[src/rtl/imem_rom_sync.sv]
// Synchronous instruction memory with registered read, stall hold and address checks.
// Define IMEM_LOAD_EN to add the boot-load stream port and LOAD state.
module imem_rom_sync #(
  parameter int unsigned DATA_W    = 32,
  parameter int unsigned DEPTH     = 64,
  parameter int unsigned ADDR_W    = 10,
  parameter              INIT_FILE = ""
) (
  input  logic              clk,
  input  logic              rst_n,
  input  logic [ADDR_W-1:0] endereco,
  input  logic              req,
  input  logic              stall,
`ifdef IMEM_LOAD_EN
  input  logic              carga_valid,
  input  logic [DATA_W-1:0] carga_dado,
  input  logic              carga_fim,
  output logic              carga_ready,
`endif
  output logic [DATA_W-1:0] saida,
  output logic              valid,
  output logic              misaligned,
  output logic              fora_faixa,
  output logic              pronto
);

  localparam int unsigned CNT_W = (DEPTH > 1) ? $clog2(DEPTH) : 1;
  localparam int unsigned IDX_W = ADDR_W - 2;
  localparam logic [DATA_W-1:0] NOP = DATA_W'(32'h00000013);

  typedef enum logic {
    LOAD,
    RUN
  } state_e;

`ifdef IMEM_LOAD_EN
  localparam state_e RESET_ST = LOAD;
`else
  localparam state_e RESET_ST = RUN;
`endif

  state_e state_q, state_d;

  logic [DATA_W-1:0] mem [DEPTH];

  initial begin
    for (int unsigned i = 0; i < DEPTH; i++) mem[i] = NOP;
  end

  // Address decode; the array is only indexed when the word index is in range.
  logic [IDX_W-1:0]  idx;
  logic [CNT_W-1:0]  rd_ptr;
  logic              mis_w;
  logic              oor_w;
  logic [DATA_W-1:0] rd_word;

  assign idx     = endereco[ADDR_W-1:2];
  assign rd_ptr  = idx[CNT_W-1:0];
  assign mis_w   = |endereco[1:0];
  assign oor_w   = ({1'b0, idx} >= (IDX_W+1)'(DEPTH));
  assign rd_word = (mis_w || oor_w) ? NOP : mem[rd_ptr];

`ifdef IMEM_LOAD_EN
  logic [CNT_W-1:0] cnt_q, cnt_d;
  logic             beat;

  assign beat  = (state_q == LOAD) && carga_valid;
  assign cnt_d = beat ? cnt_q + 1'b1 : cnt_q;

  always_ff @(posedge clk) begin
    if (!rst_n) cnt_q <= '0;
    else        cnt_q <= cnt_d;
  end

  always_ff @(posedge clk) begin
    if (rst_n && beat) mem[cnt_q] <= carga_dado;
  end
`endif

  always_ff @(posedge clk) begin
    if (!rst_n) state_q <= RESET_ST;
    else        state_q <= state_d;
  end

  always_comb begin
    state_d = state_q;
`ifdef IMEM_LOAD_EN
    if (beat && (carga_fim || cnt_q == CNT_W'(DEPTH - 1))) state_d = RUN;
`else
    state_d = RUN;
`endif
  end

  always_comb begin
    pronto = (state_q == RUN);
`ifdef IMEM_LOAD_EN
    carga_ready = (state_q == LOAD);
`endif
  end

  logic [DATA_W-1:0] saida_q, saida_d;
  logic              valid_q, valid_d;
  logic              mis_q, mis_d;
  logic              oor_q, oor_d;

  always_comb begin
    saida_d = saida_q;
    valid_d = valid_q;
    mis_d   = mis_q;
    oor_d   = oor_q;
    if (state_q == LOAD) begin
      valid_d = 1'b0;
      mis_d   = 1'b0;
      oor_d   = 1'b0;
    end else if (!stall) begin
      valid_d = req;
      mis_d   = req && mis_w;
      oor_d   = req && oor_w;
      if (req) saida_d = rd_word;
    end
  end

  always_ff @(posedge clk) begin
    if (!rst_n) begin
      saida_q <= NOP;
      valid_q <= 1'b0;
      mis_q   <= 1'b0;
      oor_q   <= 1'b0;
    end else begin
      saida_q <= saida_d;
      valid_q <= valid_d;
      mis_q   <= mis_d;
      oor_q   <= oor_d;
    end
  end

  assign saida      = saida_q;
  assign valid      = valid_q;
  assign misaligned = mis_q;
  assign fora_faixa = oor_q;

endmodule

[config.mk]
export PLATFORM = sky130hd
export DESIGN_NAME = imem_rom_sync
export DESIGN_NICKNAME = d
export VERILOG_FILES = /design/src/rtl/imem_rom_sync.sv
export SDC_FILE = /design/constraint.sdc
export NUM_CORES = 1
export LEC_CHECK = 0
export BUFFER_PORTS_ARGS = -buffer_cell sky130_fd_sc_hd__buf_2
export CORE_AREA = 2 2 39 41
export CTS_BUF_LIST = sky130_fd_sc_hd__clkbuf_2
export DETAILED_ROUTE_END_ITERATION = 8
export DIE_AREA = 0 0 41 43
export HOLD_SLACK_MARGIN = 0.03
export PLACE_DENSITY = 0.83
export SYNTH_ARGS = -nofsm -noshare
export SYNTH_HDL_FRONTEND = slang
export SYNTH_SLANG_ARGS = --single-unit
[constraint.sdc]
create_clock -name clk -period 1 [get_ports clk]
set_input_delay 0.05 -clock clk [delete_from_list [all_inputs] [get_ports clk]]
set_output_delay 0.05 -clock clk [all_outputs]
set_load 0.05 [all_outputs]
==> summary.md, run 1 <==
| Metric | Value |
|---|---|
| Status | `finished, final reports clean` |
| Routed WL | `~420 um` |
| Min-Delay Path Class | `primary input to flop` |
| Most Crowded Layer GR | `met2` |
| Die height | `approximately 43 um` |
| Vias per cell | `about 3.0` |
| Hold Startpoint | `rst_n` |
| Critical Path Max Stage Delay | `between 300 and 400 ps` |
| Req. time, crit path | `approximately 950 ps` |
| Logic gate share of total power | `0.516` |
| CTS sink cnt | `3` |
| Critical path capture point type | `output pin` |
| Final Hold Fails | `0` |
| Synthesized area | `approximately 370 sq um` |
| Synthesized instance count | `between 40 and 50` |
| RSZ-0062 raised after global routing | `false` |
| NetSw | `0.377 mW` |
| Distinct cell type count after synthesis | `9` |
| #FFs+latches synth | `3` |
| YS warnings | `0` |
| Critical Path AT | `about 810 ps` |
| Worst Clk Skew | `0 ps` |
| Ant. Diodes | `0` |
| Post-layout min period | `864 ps` |
| Initial Utilization | `0.266` |
| Root Driver | `clkbuf_2` |
| Register Area | `~60 sq um` |
| CP startpoint | `fora_faixa$_SDFFE_PN0N_` |
| Overall Global Routing Usage | `0.0512` |
| Chip Width | `between 40 and 50 um` |
| Global routing usage on met2 | `0.0906` |
| H-tree levels | `1` |
| Hold_buf cts | `0` |
| Period utilization | `0.864` |
| GR Util met3 | `0` |
| Clock share of power | `0.279` |
| Initial antenna violation count | `0` |
| Ports | `50` |
| Syn_area_per_cell | `7.83 sq um` |
| Post-route setup TNS | `0 ps` |
| Clock Latency Late Sink | `around 220 ps` |
| Port Buffers | `10` |
| Max IR drop VDD | `0.000748 V` |
| Util after Layout | `0.236` |
| PostCTS Resize Cnt | `0` |
| Buf/Inv on CP | `1` |
| Die area | `roughly 0.0018 sq mm` |
| Cell row count | `14` |
| Global-route wire length before repair | `545 um` |
| Overflow after GRT | `0` |
| Crit-path max FO | `2` |
| HPWL after DPL | `around 360 um` |
| Avg WL per Cell | `between 5 and 6 um` |
| Startpoint Class | `flop` |
| Total number of vias | `about 220` |
| CTS tree | `built` |
| Clock transition at the registers of the reported paths | `50 ps` |
| DR iter-0 viols | `0` |
| Post-route antenna net violation count | `0` |
| Multi-input logic area | `between 150 and 200 sq um` |
| Most common cell after layout, fill and taps aside | `conb_1` |
| Cell count after placement | `slightly above 70` |
| Max-cap check violation count | `0` |
| Cell area power density | `slightly below 2000 mW/mm^2` |
| Post-CTS setup buffers | `0` |
| Core area | `0.00138 sq mm` |
| Crit path cell chain | `buf_2` |
| Drt pass-1 iters | `1` |
| Met1 GRT Util | `0.0321` |
| Clock Path Buffers | `2` |
| Most frequent cells in the layout | `conb_1, buf_2, clkbuf_2, dfxtp_1` |
| Pleak | `0.206 nW` |
| CP max stage cell | `dfxtp_1` |
| P_int | `between 0.2 and 0.3 mW` |
| Area Overhead vs Synth | `-11.2%` |
| Post-Layout Cell Count | `75` |
| RD Place Congestion | `~0.69` |
| Slew Viols, Final | `0` |
| CP top delay family | `flip-flops` |
| Filler instances | `157` |
| R2R Path Start | `valid$_SDFFE_PN0N_` |
| Sw frac | `0.599` |
| Fmax | `between 1000 and 1500 MHz` |
| Path type of the worst setup path | `flop to output pin` |
| Inserted Clock Buffers | `3` |
| Sequential-to-total area share from yosys stat | `0.163` |
| Nets | `74` |
| Via count of the first global-routing pass | `169` |
| Sequential power share | `0.205` |
| Setup-failing EPs final | `0` |
| Layout cells sized above 1 | `0.254` |
| DRC errors left | `0` |
| Largest net degree at the start of global routing | `5` |
## final timing paths
path,cells after the start,end,slack (ps)
max,1,fora_faixa,140
min,2,fora_faixa$_SDFFE_PN0N_,100
max reg2reg,2,valid$_SDFFE_PN0N_,380
min reg2reg,2,misaligned$_SDFFE_PN0N_,460
## synthesized netlist by cell type, drive strengths merged
cell type  count  area [sq um]
nor2b          2          15.0
nand2          2          7.51
o21ai          2          10.0
a21oi          1          5.00
a21boi         2          15.0
buf           33           248
dfxtp          3          60.1
conb           2          7.51
## sequential cells by signal, summed over array words and instances (netlist names)
register,flops
fora_faixa,1
misaligned,1
valid,1
## area by class of cell
| class | count | area share |
|---|---|---|
| tap | 16 | 0.0613 |
| sequential | 3 | 0.184 |
| clock buffer | 4 | 0.0613 |
| multi-input combinational | 42 | 0.540 |
| timing repair buffer | 10 | 0.153 |
## power groups by stage
stage	clock network [mW]	registers, mW	logic [mW]
after CTS	0.185	0.129	0.323
after global placement	0	0.131	0.322
after detailed placement	0	0.132	0.323
after global routing	0.182	0.130	0.340
after floorplan	0	0.153	0.380
final	0.175	0.129	0.325
## kinds of logic after synthesis
group           after synthesis  synth area share
buf+inv                      33             0.673
flops                         3             0.163
compound gates                5            0.0816
simple gates                  4            0.0612
other cells                   2            0.0204
## stage by stage
stage          area [sq um]  setup WS (ps)  hold slack (ps)  power, mW
3_3_place_gp            307            385              283      0.453
4_1_cts                 327            119             90.2      0.638
5_1_grt                 327            117              110      0.652
3_5_place_dp            307            364              328      0.455
6_report                327            136             98.3      0.630
2_1_floorplan           484           99.8              178      0.533
## metal layers
layer / routed length [um] / vias up
li1: - / 102
met1: 90 / 89
met4: 20 / 0
met2: 228 / 31
met5: 0 / -
met3: 76 / 2
Note: power is estimated with default switching activity, not from simulation.
==> run 2, diff against run 1 <==
--- a/config.mk
+++ b/config.mk
@@ -7,7 +7,7 @@
 export LEC_CHECK = 0
 export BUFFER_PORTS_ARGS = -buffer_cell sky130_fd_sc_hd__buf_2
 export CORE_AREA = 2 2 39 41
-export CTS_BUF_LIST = sky130_fd_sc_hd__clkbuf_2
+export CTS_BUF_LIST = sky130_fd_sc_hd__clkbuf_4 sky130_fd_sc_hd__clkbuf_8
 export DETAILED_ROUTE_END_ITERATION = 8
 export DIE_AREA = 0 0 41 43
 export HOLD_SLACK_MARGIN = 0.03
==> summary.md, run 2 (synthesis results as in run 1) <==
| Metric | Value |
|---|---|
| Post-layout min period | `884 ps (+20.4 ps)` |
| Worst Clk Skew | `0 ps (unchanged)` |
| CP top delay family | `flip-flops` |
| Min-Delay Path Class | `primary input to flop` |
| Sw frac | `0.540 (-0.0590)` |
| Die area | `0.00176 sq mm (unchanged)` |
| Overall Global Routing Usage | `0.0572 (+0.00602)` |
| Nets | `74 (unchanged)` |
| FF-to-FF End | `valid$_SDFFE_PN0N_` |
| Inserted Clock Buffers | `3 (unchanged)` |
| Multi-input logic area | `176 sq um (unchanged)` |
| Final Hold Fails | `0 (unchanged)` |
| Hold depth | `2 (unchanged)` |
| Crit-path max FO | `2 (unchanged)` |
| Core area | `0.00138 sq mm (unchanged)` |
| PostCTS Resize Cnt | `0 (unchanged)` |
| Drt pass-1 iters | `1 (unchanged)` |
| CTS sink cnt | `3 (unchanged)` |
| Clock Path Buffers | `2 (unchanged)` |
| Cell count of the worst reg-to-reg path | `2 (unchanged)` |
| Most frequent cells in the layout | `conb_1, buf_2, clkbuf_4, dfxtp_1` |
| Overflow after GRT | `0 (unchanged)` |
| Post-route setup slack | `116 ps (-20.4 ps)` |
| Total number of vias | `224 (unchanged)` |
| H-tree levels | `1 (unchanged)` |
| Sequential power share | `0.184 (-0.021)` |
| Ports | `50 (unchanged)` |
| Most common cell after layout, fill and taps aside | `conb_1` |
| Root Driver | `clkbuf_4` |
| Initial Utilization | `0.266 (unchanged)` |
| Port Buffers | `10 (unchanged)` |
| Path type of the worst setup path | `flop to output pin` |
| NetSw | `0.381 mW (+0.96%)` |
| Buf/Inv on CP | `1 (unchanged)` |
| Startpoint Class | `flop` |
| Logic gate share of total power | `0.461 (-0.055)` |
| Status | `finished, final reports clean` |
| DR iter-0 viols | `0 (unchanged)` |
| Clock transition at the registers of the reported paths | `40 ps (about the same)` |
| CP max stage cell | `dfxtp_1` |
| R2r setup slk | `370 ps (about the same)` |
| Critical Path AT | `830 ps (+20 ps)` |
| Cell area power density | `2100 mW/mm^2 (+8.7%)` |
| Slew Viols, Final | `0 (unchanged)` |
| DRC errors left | `0 (unchanged)` |
| Die height | `43 um (unchanged)` |
| Critical path capture point type | `output pin` |
| Via count of the first global-routing pass | `178 (+5.3%)` |
| Hold_buf cts | `0 (unchanged)` |
| Post-CTS setup buffers | `0 (unchanged)` |
| Post-route antenna net violation count | `0 (unchanged)` |
| Clock share of power | `0.355 (+0.076)` |
| Place WS | `364 ps (unchanged)` |
| Critical Path Max Stage Delay | `320 ps (about the same)` |
| Filler instances | `156 (-0.64%)` |
| Max IR drop VDD | `0.000899 V (+20%)` |
| Layout cells sized above 1 | `0.254 (unchanged)` |
| Register Area | `60.1 sq um (unchanged)` |
| Routed WL | `432 um (+4.1%)` |
| Cell row count | `14 (unchanged)` |
| Crit path cell chain | `buf_2` |
| P_int | `0.324 mW (+28%)` |
| Largest net degree at the start of global routing | `5 (unchanged)` |
| Hold Startpoint | `rst_n` |
| Area Overhead vs Synth | `-8.50%` |
| Clock Latency Late Sink | `240 ps (+20 ps)` |
| R2R Path Start | `valid$_SDFFE_PN0N_` |
| Pleak | `0.208 nW (+0.87%)` |
| Setup-failing EPs final | `0 (unchanged)` |
| Chip Width | `41 um (unchanged)` |
| Req. time, crit path | `950 ps (about the same)` |
| Global-route wire length before repair | `572 um (+5.0%)` |
| Avg WL per Cell | `5.76 um (+4.1%)` |
| RSZ-0062 raised after global routing | `false` |
| Vias per cell | `2.99 (unchanged)` |
| Initial antenna violation count | `0 (unchanged)` |
| RD Place Congestion | `0.695 (unchanged)` |
| Period utilization | `0.884 (+0.0204)` |
| Hold EP | `fora_faixa$_SDFFE_PN0N_` |
| Post-route setup TNS | `0 ps (unchanged)` |
| Fmax | `1130 MHz (-2.3%)` |
| Max-cap check violation count | `0 (unchanged)` |
| CTS tree | `built` |
| Ant. Diodes | `0 (unchanged)` |
| HPWL after DPL | `364 um (unchanged)` |
==> run 2: cell counts in the layout (fill, tap and decap cells not counted) <==
No cell type changed its count.
==> run 2: stage by stage <==
stage                     cells  hold WS, ps   util  cell area, sq um  total power, mW
after floorplan              78          178      -               484            0.533
final                        75         70.7  0.243               337            0.705
after CTS                    75         68.7  0.243               337            0.715
after global placement       71          283  0.222               307            0.453
after global routing         75         85.6  0.243               337            0.730
after detailed placement     71          328  0.222               307            0.455
==> run 2: metal layers <==
metal  track usage  share of wire  wire length [um]  up-vias
met5             0              0                 0        -
met4        0.0800          0.046                20        0
met3        0.0314           0.22                94        2
met2        0.0906           0.52               226       31
met1        0.0321           0.21                90       89
li1              -              -                 -      102
==> run 2: how the worst max path moves through the flow <==
stage               cells after the start                     from                      end  slack, ps
global placement                        1       valid$_SDFFE_PN0N_                    valid        390
detailed placement                      1       valid$_SDFFE_PN0N_                    valid        360
CTS                                     1  fora_faixa$_SDFFE_PN0N_               fora_faixa        100
floorplan                               2  fora_faixa$_SDFFE_PN0N_  fora_faixa$_SDFFE_PN0N_        100
finish                                  1  fora_faixa$_SDFFE_PN0N_               fora_faixa        120
global route                            1  fora_faixa$_SDFFE_PN0N_               fora_faixa         90
==> run 2: cell type report <==
class / instances / area share
Multi-Input combinational cell: 42 / 0.524
Sequential cell: 3 / 0.178
Timing Repair Buffer: 10 / 0.149
Clock buffer: 4 / 0.0892
Tap cell: 16 / 0.0595
==> run 2: power groups by stage <==
stage	clock network, mW	logic [mW]	registers [mW]
2_1_floorplan	0	0.380	0.153
6_report	0.251	0.325	0.130
4_1_cts	0.262	0.323	0.130
3_3_place_gp	0	0.322	0.131
5_1_grt	0.259	0.340	0.130
3_5_place_dp	0	0.323	0.132
